[src/rtl/bus_slot_sequencer_pkg.sv]
// Shared slot constants, bus-owner encoding and the configuration legality check
// for the PET bus slot sequencer.
package bus_slot_sequencer_pkg;

    localparam int DEF_CYCLE_CLKS  = 16;
    localparam int DEF_PI_START    = 1;
    localparam int DEF_CPU_START   = 8;
    localparam int DEF_SETUP_CLKS  = 1;
    localparam int DEF_STROBE_CLKS = 4;

    typedef enum logic {
        OWNER_CPU = 1'b0,
        OWNER_PI  = 1'b1
    } owner_e;

    typedef enum logic [1:0] {
        PI_IDLE = 2'd0,
        PI_BUSY = 2'd1,
        PI_DONE = 2'd2
    } pi_state_e;

    // Both slots (setup + strobe + hold) must fit before the next slot begins.
    function automatic bit slot_cfg_legal(input int cycle_clks, input int pi_start,
                                          input int cpu_start, input int setup_clks,
                                          input int strobe_clks);
        return (pi_start >= 0) && (setup_clks >= 0) && (strobe_clks >= 1) &&
               (pi_start + setup_clks + strobe_clks + 1 <= cpu_start) &&
               (cpu_start + setup_clks + strobe_clks + 1 <= cycle_clks);
    endfunction

endpackage

[src/rtl/bus_slot_sequencer_if.sv]
// Bus-side signal bundle of the slot sequencer: RPi handshake, CPU R/W and strobes.
// Build option: BUS_SLOT_CPU_STALL_EN adds the cpu_stall request line.
interface bus_slot_sequencer_if;

    logic pi_req;
    logic pi_rw_b;
    logic pi_ack;
    logic cpu_rw_b;
    logic phi2;
    logic bus_owner;
    logic cpu_read_strobe;
    logic cpu_write_strobe;
    logic pi_read_strobe;
    logic pi_write_strobe;
`ifdef BUS_SLOT_CPU_STALL_EN
    logic cpu_stall;

    modport master (
        output pi_req, pi_rw_b, cpu_rw_b, cpu_stall,
        input  pi_ack, phi2, bus_owner,
        input  cpu_read_strobe, cpu_write_strobe, pi_read_strobe, pi_write_strobe
    );

    modport slave (
        input  pi_req, pi_rw_b, cpu_rw_b, cpu_stall,
        output pi_ack, phi2, bus_owner,
        output cpu_read_strobe, cpu_write_strobe, pi_read_strobe, pi_write_strobe
    );
`else
    modport master (
        output pi_req, pi_rw_b, cpu_rw_b,
        input  pi_ack, phi2, bus_owner,
        input  cpu_read_strobe, cpu_write_strobe, pi_read_strobe, pi_write_strobe
    );

    modport slave (
        input  pi_req, pi_rw_b, cpu_rw_b,
        output pi_ack, phi2, bus_owner,
        output cpu_read_strobe, cpu_write_strobe, pi_read_strobe, pi_write_strobe
    );
`endif

endinterface

[src/rtl/bus_slot_sequencer_slot_strobe_gen.sv]
// Registered read/write strobe and hold-flag generator for one access slot,
// decoded from the slot counter value that becomes current after the next edge.
module slot_strobe_gen #(
    parameter int CW    = 4,
    parameter int START = 1,
    parameter int SETUP = 1,
    parameter int WIDTH = 4
) (
    input  logic          clk,
    input  logic          reset,
    input  logic [CW-1:0] i_count_next,
    input  logic          i_rw,
    input  logic          i_enable,
    output logic          o_read_strobe,
    output logic          o_write_strobe,
    output logic          o_hold
);

    localparam int STROBE_FIRST = START + SETUP;
    localparam int STROBE_LAST  = START + SETUP + WIDTH - 1;
    localparam int HOLD_AT      = START + SETUP + WIDTH;

    logic r_rw;
    logic r_read_strobe;
    logic r_write_strobe;
    logic r_hold;
    logic w_first;
    logic w_in_strobe;
    logic w_rw;

    assign w_first     = (int'(i_count_next) == STROBE_FIRST);
    assign w_in_strobe = (int'(i_count_next) >= STROBE_FIRST) &&
                         (int'(i_count_next) <= STROBE_LAST);
    // Direction is taken on the edge that opens the strobe and frozen for its width.
    assign w_rw        = w_first ? i_rw : r_rw;

    always_ff @(posedge clk or posedge reset) begin
        if (reset) begin
            r_rw           <= 1'b0;
            r_read_strobe  <= 1'b0;
            r_write_strobe <= 1'b0;
            r_hold         <= 1'b0;
        end else begin
            if (w_first) begin
                r_rw <= i_rw;
            end
            r_read_strobe  <= i_enable && w_in_strobe && w_rw;
            r_write_strobe <= i_enable && w_in_strobe && !w_rw;
            r_hold         <= i_enable && (int'(i_count_next) == HOLD_AT);
        end
    end

    assign o_read_strobe  = r_read_strobe;
    assign o_write_strobe = r_write_strobe;
    assign o_hold         = r_hold;

endmodule

[src/rtl/bus_slot_sequencer.sv]
// Time-slot scheduler sharing the PET bus between the 6502 and the RPi bridge.
// Build option: define BUS_SLOT_CPU_STALL_EN to let cpu_stall suppress a CPU cycle.
module bus_slot_sequencer
    import bus_slot_sequencer_pkg::*;
#(
    parameter int CYCLE_CLKS  = DEF_CYCLE_CLKS,
    parameter int PI_START    = DEF_PI_START,
    parameter int CPU_START   = DEF_CPU_START,
    parameter int SETUP_CLKS  = DEF_SETUP_CLKS,
    parameter int STROBE_CLKS = DEF_STROBE_CLKS
) (
    input logic                 clk,
    input logic                 reset,
    bus_slot_sequencer_if.slave bus
);

    localparam int CW        = (CYCLE_CLKS > 1) ? $clog2(CYCLE_CLKS) : 1;
    localparam int PI_SAMPLE = (PI_START == 0) ? CYCLE_CLKS - 1 : PI_START - 1;
    localparam int PI_HOLD   = PI_START + SETUP_CLKS + STROBE_CLKS;

    if (!slot_cfg_legal(CYCLE_CLKS, PI_START, CPU_START, SETUP_CLKS, STROBE_CLKS)) begin : g_illegal_cfg
        $error("bus_slot_sequencer: slots do not fit in CYCLE_CLKS");
    end

    logic [CW-1:0] r_count;
    pi_state_e     r_state;
    logic          r_pi_rw;
    logic          r_phi2;
    owner_e        r_bus_owner;

    logic [CW-1:0] w_count_next;
    logic          w_pi_grant;
    logic          w_pi_enable;
    logic          w_pi_rw;
    logic          w_pi_in_owner;
    logic          w_cpu_enable;
    logic          w_pi_read_strobe;
    logic          w_pi_write_strobe;
    logic          w_pi_hold;
    logic          w_cpu_read_strobe;
    logic          w_cpu_write_strobe;
    logic          w_cpu_hold;

    assign w_count_next = (r_count == CW'(CYCLE_CLKS - 1)) ? '0 : r_count + 1'b1;

    // Grant is decided on the edge leaving the sample count, so the slot can
    // start one clock later with the latched direction already in place.
    assign w_pi_grant    = (int'(r_count) == PI_SAMPLE) && bus.pi_req && (r_state == PI_IDLE);
    assign w_pi_enable   = w_pi_grant || (r_state == PI_BUSY);
    assign w_pi_rw       = w_pi_grant ? bus.pi_rw_b : r_pi_rw;
    assign w_pi_in_owner = (int'(w_count_next) >= PI_START) && (int'(w_count_next) <= PI_HOLD);

`ifdef BUS_SLOT_CPU_STALL_EN
    logic r_stall;

    always_ff @(posedge clk or posedge reset) begin
        if (reset) begin
            r_stall <= 1'b0;
        end else if (int'(r_count) == CYCLE_CLKS - 1) begin
            r_stall <= bus.cpu_stall;
        end
    end

    assign w_cpu_enable = !r_stall;
`else
    assign w_cpu_enable = 1'b1;
`endif

    always_ff @(posedge clk or posedge reset) begin
        if (reset) begin
            r_count     <= '0;
            r_state     <= PI_IDLE;
            r_pi_rw     <= 1'b0;
            r_phi2      <= 1'b0;
            r_bus_owner <= OWNER_CPU;
        end else begin
            r_count     <= w_count_next;
            r_phi2      <= w_cpu_enable && (int'(w_count_next) >= CPU_START);
            r_bus_owner <= (w_pi_enable && w_pi_in_owner) ? OWNER_PI : OWNER_CPU;
            case (r_state)
                PI_IDLE: begin
                    if (w_pi_grant) begin
                        r_state <= PI_BUSY;
                        r_pi_rw <= bus.pi_rw_b;
                    end
                end
                PI_BUSY: begin
                    if (int'(w_count_next) == PI_HOLD) begin
                        r_state <= PI_DONE;
                    end
                end
                PI_DONE: begin
                    // Served until the requester is seen low, so a held request is not re-served.
                    if (!bus.pi_req) begin
                        r_state <= PI_IDLE;
                    end
                end
                default: r_state <= PI_IDLE;
            endcase
        end
    end

    slot_strobe_gen #(
        .CW    (CW),
        .START (PI_START),
        .SETUP (SETUP_CLKS),
        .WIDTH (STROBE_CLKS)
    ) u_pi_slot (
        .clk            (clk),
        .reset          (reset),
        .i_count_next   (w_count_next),
        .i_rw           (w_pi_rw),
        .i_enable       (w_pi_enable),
        .o_read_strobe  (w_pi_read_strobe),
        .o_write_strobe (w_pi_write_strobe),
        .o_hold         (w_pi_hold)
    );

    slot_strobe_gen #(
        .CW    (CW),
        .START (CPU_START),
        .SETUP (SETUP_CLKS),
        .WIDTH (STROBE_CLKS)
    ) u_cpu_slot (
        .clk            (clk),
        .reset          (reset),
        .i_count_next   (w_count_next),
        .i_rw           (bus.cpu_rw_b),
        .i_enable       (w_cpu_enable),
        .o_read_strobe  (w_cpu_read_strobe),
        .o_write_strobe (w_cpu_write_strobe),
        .o_hold         (w_cpu_hold)
    );

    assign bus.phi2             = r_phi2;
    assign bus.bus_owner        = r_bus_owner;
    assign bus.pi_read_strobe   = w_pi_read_strobe;
    assign bus.pi_write_strobe  = w_pi_write_strobe;
    assign bus.pi_ack           = w_pi_hold;
    assign bus.cpu_read_strobe  = w_cpu_read_strobe;
    assign bus.cpu_write_strobe = w_cpu_write_strobe;

    logic w_unused;
    assign w_unused = w_cpu_hold;

endmodule

[src/flat_wrapper.sv]
// flat-port wrapper written by rule: the top's interface ports become plain ports
module bus_slot_sequencer_flat import bus_slot_sequencer_pkg::*;
#(
    parameter int CYCLE_CLKS  = DEF_CYCLE_CLKS,
    parameter int PI_START    = DEF_PI_START,
    parameter int CPU_START   = DEF_CPU_START,
    parameter int SETUP_CLKS  = DEF_SETUP_CLKS,
    parameter int STROBE_CLKS = DEF_STROBE_CLKS
)
  (clk, reset, bus_pi_req, bus_pi_rw_b, bus_cpu_rw_b, bus_pi_ack, bus_phi2, bus_bus_owner, bus_cpu_read_strobe, bus_cpu_write_strobe, bus_pi_read_strobe, bus_pi_write_strobe);
  bus_slot_sequencer_if bus_i ();
  input logic clk;
  input logic reset;
  input wire logic [$bits(bus_i.pi_req)-1:0] bus_pi_req;
  input wire logic [$bits(bus_i.pi_rw_b)-1:0] bus_pi_rw_b;
  input wire logic [$bits(bus_i.cpu_rw_b)-1:0] bus_cpu_rw_b;
  output wire logic [$bits(bus_i.pi_ack)-1:0] bus_pi_ack;
  output wire logic [$bits(bus_i.phi2)-1:0] bus_phi2;
  output wire logic [$bits(bus_i.bus_owner)-1:0] bus_bus_owner;
  output wire logic [$bits(bus_i.cpu_read_strobe)-1:0] bus_cpu_read_strobe;
  output wire logic [$bits(bus_i.cpu_write_strobe)-1:0] bus_cpu_write_strobe;
  output wire logic [$bits(bus_i.pi_read_strobe)-1:0] bus_pi_read_strobe;
  output wire logic [$bits(bus_i.pi_write_strobe)-1:0] bus_pi_write_strobe;
  assign bus_i.pi_req = bus_pi_req;
  assign bus_i.pi_rw_b = bus_pi_rw_b;
  assign bus_i.cpu_rw_b = bus_cpu_rw_b;
  assign bus_pi_ack = bus_i.pi_ack;
  assign bus_phi2 = bus_i.phi2;
  assign bus_bus_owner = bus_i.bus_owner;
  assign bus_cpu_read_strobe = bus_i.cpu_read_strobe;
  assign bus_cpu_write_strobe = bus_i.cpu_write_strobe;
  assign bus_pi_read_strobe = bus_i.pi_read_strobe;
  assign bus_pi_write_strobe = bus_i.pi_write_strobe;
  bus_slot_sequencer #(.CYCLE_CLKS(CYCLE_CLKS), .PI_START(PI_START), .CPU_START(CPU_START), .SETUP_CLKS(SETUP_CLKS), .STROBE_CLKS(STROBE_CLKS)) u_core (.clk(clk), .reset(reset), .bus(bus_i));
endmodule
[config.mk]
export PLATFORM = sky130hd
export DESIGN_NAME = bus_slot_sequencer_flat
export DESIGN_NICKNAME = d
export VERILOG_FILES = /design/src/rtl/bus_slot_sequencer_pkg.sv /design/src/rtl/bus_slot_sequencer_if.sv /design/src/rtl/bus_slot_sequencer_slot_strobe_gen.sv /design/src/rtl/bus_slot_sequencer.sv /design/src/flat_wrapper.sv
export SDC_FILE = /design/constraint.sdc
export NUM_CORES = 1
export LEC_CHECK = 0
export ABC_AREA = 0
export CAP_MARGIN = 20
export CORE_MARGIN = 2
export CORE_UTILIZATION = 40
export CTS_CLUSTER_DIAMETER = 150
export CTS_CLUSTER_SIZE = 40
export DETAILED_ROUTE_END_ITERATION = 10
export DONT_BUFFER_PORTS = 1
export PLACE_DENSITY = 0.6
export SLEW_MARGIN = 0
export SYNTH_ARGS = -nofsm -noshare
export SYNTH_HDL_FRONTEND = slang
export SYNTH_SLANG_ARGS = --single-unit
[constraint.sdc]
create_clock -name clk -period 4.3 [get_ports clk]
set_input_delay 0.86 -clock clk [delete_from_list [all_inputs] [get_ports clk]]
set_output_delay 0.86 -clock clk [all_outputs]
set_load 0.02 [all_outputs]
; ---- Word-level counts from Yosys, hierarchy flattened
; Cells that the tools add are included.
[word_totals]
wordCells = 56
ff_bits = 16
out_inout_bits = 7
input_bits = 5
[op_classes]
n_mux = 9
eq_ne = 9
addsub = 1
reduce_logical = 18
magnitude_cmp = 7
[op_table]
columns = operator, n
row1 = $eq A4 B4 Y1 const B, 3
row2 = $logic_and A1 B1 Y1, 12
row3 = $ge A4 B4 Y1 const B, 2
row4 = $le A4 B3 Y1 const B, 2
row5 = $mux W2, 3
row6 = $pmux W2 S3, 1
row7 = $add A4 B1 Y4 const B, 1
row8 = $eq A4 B3 Y1 const B, 1
row9 = $ge A4 B1 Y1 const B, 1
row10 = $ge A4 B2 Y1 const B, 1
row11 = $le A4 B4 Y1 const B, 1
row12 = $logic_not A4 Y1, 1
row13 = $mux W1, 4
row14 = $mux W4, 1
row15 = $ne A2 B2 Y1 const B, 2
row16 = $reduce_and A3 Y1, 1
row17 = $eq A2 B1 Y1 const B, 1
row18 = $eq A2 B2 Y1 const B, 1
row19 = $logic_not A1 Y1, 2
row20 = $logic_not A2 Y1, 1
row21 = $ne A2 B1 Y1 const B, 1
row22 = $logic_or A1 B1 Y1, 1

; ---- Longest topological paths before layout
[logic_depth]
depth_word = 7
depth_mapped = 7
ltp_nobuf = 6

; ---- Cells and area by module
; Synthesis repeated with hierarchy kept, for this count alone.
[hier_totals]
cells_unflattened = 73
area_unflattened_um2 = 860.8
[by_module_without_submodules]
columns = module, cells_each, area_per_inst_um2, seq_area_each_um2, n_inst
row1 = bus_slot_sequencer, 45, 496.7, 225.2, 1
row2 = slot_strobe_gen at u_core.u_pi_slot, 13, 182.7, 100.1, 1
row3 = slot_strobe_gen at u_core.u_cpu_slot, 15, 181.4, 100.1, 1

; ---- Worst setup path after synthesis
; No wires, ideal clock.
[synth_timing]
path_kind = register to register
from = reg u_core.r_count[0]
to = reg u_core.u_cpu_slot.r_rw
setup_time_ns = 0.125
path_buffers = 1
path_stages_with_launch = 7
synth_period_minus_slack_ns = 1.752
t_required_ns = 4.175
arrival_ns = 1.627
path_slack_ns = 2.548
path_cell_list = dfrtp_1 -> ha_1 -> buf_4 -> xor2_2 -> or2_1 -> a21oi_1 -> mux2_2
[synth_via]
elab_chain_cells = 4
elab_cells_between_ends = 5
classes_between = add/sub (1) / eq/ne (2) / mux (2)
[synth_lines]
columns = item, line
row1 = "start, declared", bus_slot_sequencer.sv:25  ; logic [CW-1:0] r_count;
row2 = "start signal, assigned", bus_slot_sequencer.sv:77  ; r_count <= w_count_next;
row3 = $add A4 B1 Y4 or $eq A4 B4 Y1 (tied branches), bus_slot_sequencer.sv:44  ; assign w_count_next = (r_count == CW'(CYCLE_CLKS - 1)) ? '0 : r_count + 1'b1;
row4 = $mux W4 (*), bus_slot_sequencer.sv:44
row5 = net u_core.u_cpu_slot.i_count_next[2], bus_slot_sequencer_slot_strobe_gen.sv:11  ; input logic [CW-1:0] i_count_next,
row6 = $eq A4 B4 Y1 (*), bus_slot_sequencer_slot_strobe_gen.sv:31  ; assign w_first = (int'(i_count_next) == STROBE_FIRST);
row7 = $mux W1 (*), -
row8 = net u_core.u_cpu_slot.w_rw, bus_slot_sequencer_slot_strobe_gen.sv:29  ; logic w_rw;
row9 = "end signal, assigned", bus_slot_sequencer_slot_strobe_gen.sv:45  ; r_rw <= i_rw;
row10 = "end, declared", bus_slot_sequencer_slot_strobe_gen.sv:23  ; logic r_rw;
; The timed path passes the listed nets; every way through them passes the cells marked *.
; A chain may end at the register's enable or synchronous reset.

; ---- Worst setup path after layout
; Ends and elaborated chain as after synthesis.

==> impl_metrics.env <==
export IMPL_status="complete, no violations"
export IMPL_die_h_um=49.34
export IMPL_synth_edf_count=0
export IMPL_fp_dieW_um=49.34
export IMPL_worst_slack_ps=2383
export IMPL_cts_setup_buffers=0
export IMPL_grt_pass1_vias=532
export IMPL_clkLatencyLatePin_ps=290
export IMPL_grt_usage_pct=12.84
export IMPL_worstSetupPathType="flip-flop to flip-flop"
export IMPL_tns_ps=0
export IMPL_crit_path_end_kind="flip-flop"
export IMPL_leakage_uw=0.0004191
export IMPL_max_freq_mhz=521.7
export IMPL_syn_inst=73
export IMPL_antenna_left=0
export IMPL_cts_sinks=16
export IMPL_routed_wl_um=1372
export IMPL_min_period_ps=1917
export IMPL_post_dp_hpwl_um=1011
export IMPL_largest_register_ff_count=4
export IMPL_powerDensity_nw_per_um2=305.6
export IMPL_drive_gt1_share_pct=20.00
export IMPL_start_util_pct=42.33
export IMPL_worstHoldPathType="input port to asynchronous set/reset pin"
export IMPL_layout_nets=85
export IMPL_ys_seq_area_share_pct=48.71
export IMPL_grt_max_degree=17
export IMPL_antenna_cells=0
export IMPL_maxCapViolations=0
export IMPL_rsz0062_at_grt="no"
export IMPL_hold_viol_final=0
export IMPL_syn_area_um2=822.0
export IMPL_grt_overflow=0
export IMPL_place_ws_ps=2386
export IMPL_die_area_um2=2434
export IMPL_clk_path_buf_depth=2
export IMPL_path_clk_slew_ps=100
export IMPL_remaining_drc_errors=0
export IMPL_async_reset_ff_share_pct=100.0
export IMPL_cts_resized_gates=0
export IMPL_maxSlewHeadroom_pct=60.20
export IMPL_num_io_pins=12
export IMPL_rows=16
export IMPL_syn_to_final_growth_pct=6.241
export IMPL_avgSynthCellArea_um2=11.26
export IMPL_clock_skew_ps=5.200
export IMPL_grt_pass1_wl_um=2408
export IMPL_critPathLaunchType="flip-flop"
export IMPL_yosysWarningCount=0
export IMPL_tritoncts="yes"
export IMPL_finalCritPeriodShare_pct=44.57
export IMPL_io_buffers=0
export IMPL_dp_cells=98
export IMPL_reg_top3="u_core.r_count (4), u_core.r_state (2)"
export IMPL_core_area_um2=1942
export IMPL_synth_cell_types=36
export IMPL_setup_violations=0
export IMPL_postCtsHoldBufs=0
export IMPL_drt_iter0_markers=12
export IMPL_htreeDepth=1
export IMPL_cts_buffers=3
export IMPL_vias=529
export IMPL_power_ir_vdd_worst_mv=0.2240
export IMPL_required_ps=4480
export IMPL_post_route_util_pct=44.97
export IMPL_synth_fp_nets=82
export IMPL_antenna_found_initial=0
export IMPL_drv_slew=0
export IMPL_via_per_inst=5.186
export IMPL_cts_root_buf="clkbuf_4"
export IMPL_wire_per_inst_um=13.45
export IMPL_drt_pass1_iterations=4
export IMPL_final_cells=102
export IMPL_synth_seq_cells=16
export IMPL_cp_data_arrival_time_ps=2100
export IMPL_worstMarginPinSlew_ps=596.3
export IMPL_gp_congestion=0.8535
export IMPL_regMostFlops="u_core.r_count"
export IMPL_ys_dominant_reg_cell="dfrtp_1"
export IMPL_path_max_fanout=9
## cells in the mapped netlist, drive strengths merged, types with 2 or more instances
cell type | n | area (um^2)
and2 | 2 | 13.77
nand4 | 2 | 18.77
a21o | 2 | 17.52
nand2 | 4 | 15.01
ha | 4 | 50.05
mux2i | 3 | 30.03
inv | 7 | 26.28
a21oi | 4 | 20.02
o21ai | 3 | 18.76
nor3b | 2 | 15.01
dfrtp | 16 | 400.4
nor2 | 3 | 11.26
nand3b | 2 | 15.01
buf | 2 | 18.77
## power by group
part           leakage (uW)  total, uW  internal, uW  switching [uW]
Clock             0.0000210       99.9          51.6            48.3
Combinational      0.000188       11.5          5.13            6.36
Sequential         0.000210        155           153            2.07
## cells by family (layout without fill, tap and decap cells)
logic type	count (synthesis)	in the layout	synth area share (%)
muxes	4	4	5.023
AOI/OAI and AO/OA	15	15	13.85
xor gates and xnor gates	1	1	1.979
buffers and inverters	9	11	5.480
DFF	16	16	48.71
and+or+nand+nor	24	24	18.87
adders and majority gates	4	4	6.089
## worst paths after layout
| kind | startpoint | endpoint | slack [ps] | depth (start not counted) |
|---|---|---|---|---|
| max reg2reg | u_core.r_count[0] | u_core.u_cpu_slot.r_rw | 2380 | 5 |
| min in group clk | u_core.u_cpu_slot.r_rw | u_core.u_cpu_slot.r_rw | 520 | 1 |
| min | reset | u_core.u_pi_slot.o_read_strobe | 510 | 1 |
| max | u_core.r_count[0] | u_core.u_cpu_slot.r_rw | 2380 | 5 |
| max in group asynchronous | reset | u_core.r_count[0] | 3400 | 1 |
| min reg2reg | u_core.u_cpu_slot.r_rw | u_core.u_cpu_slot.r_rw | 520 | 1 |
## metal layers
metal	global-route usage (%)	wire length, um	vias up
li1	-	-	260
met1	16.80	652	255
met2	19.82	639	10
met3	4.294	62	4
met4	4.286	17	0
met5	0	0	-
## worst max-delay path, cell delays in order (launching register included)
cell and delay, ps:
dfrtp_1 460, ha_1 430, xor2_2 180, or2_1 260, a21oi_1 140, mux2_2 340
## through the flow
stage | power [uW] | area (um^2) | hold WS (ps)
3_3_place_gp | 170.2 | 837.1 | 490.6
4_1_cts | 269.0 | 873.3 | 521.5
6_report | 266.9 | 873.3 | 512.1
3_5_place_dp | 170.2 | 837.1 | 498.9
2_1_floorplan | 167.9 | 822.0 | 474.6
5_1_grt | 278.1 | 873.3 | 545.9
## placed cells by master (no fill, tap or decap), types with 2 or more instances in the layout
cell type,synthesis,final
nand2_1,4,4
a21o_2,2,2
clkbuf_4,0,3
mux2i_1,3,3
nor2_1,3,3
inv_1,7,7
dfrtp_1,16,16
a21oi_1,4,4
nor3b_1,2,2
nand3b_1,2,2
ha_1,4,4
## layout make-up
type / instances / area (um^2)
inverters: 7 / 26.28
multi-input cells: 48 / 376.6
well taps: 27 / 33.78
clock buffers: 4 / 36.28
flip-flops and latches: 16 / 400.4
fillers: 184 / 1069
(Power assumes the default switching activity.)
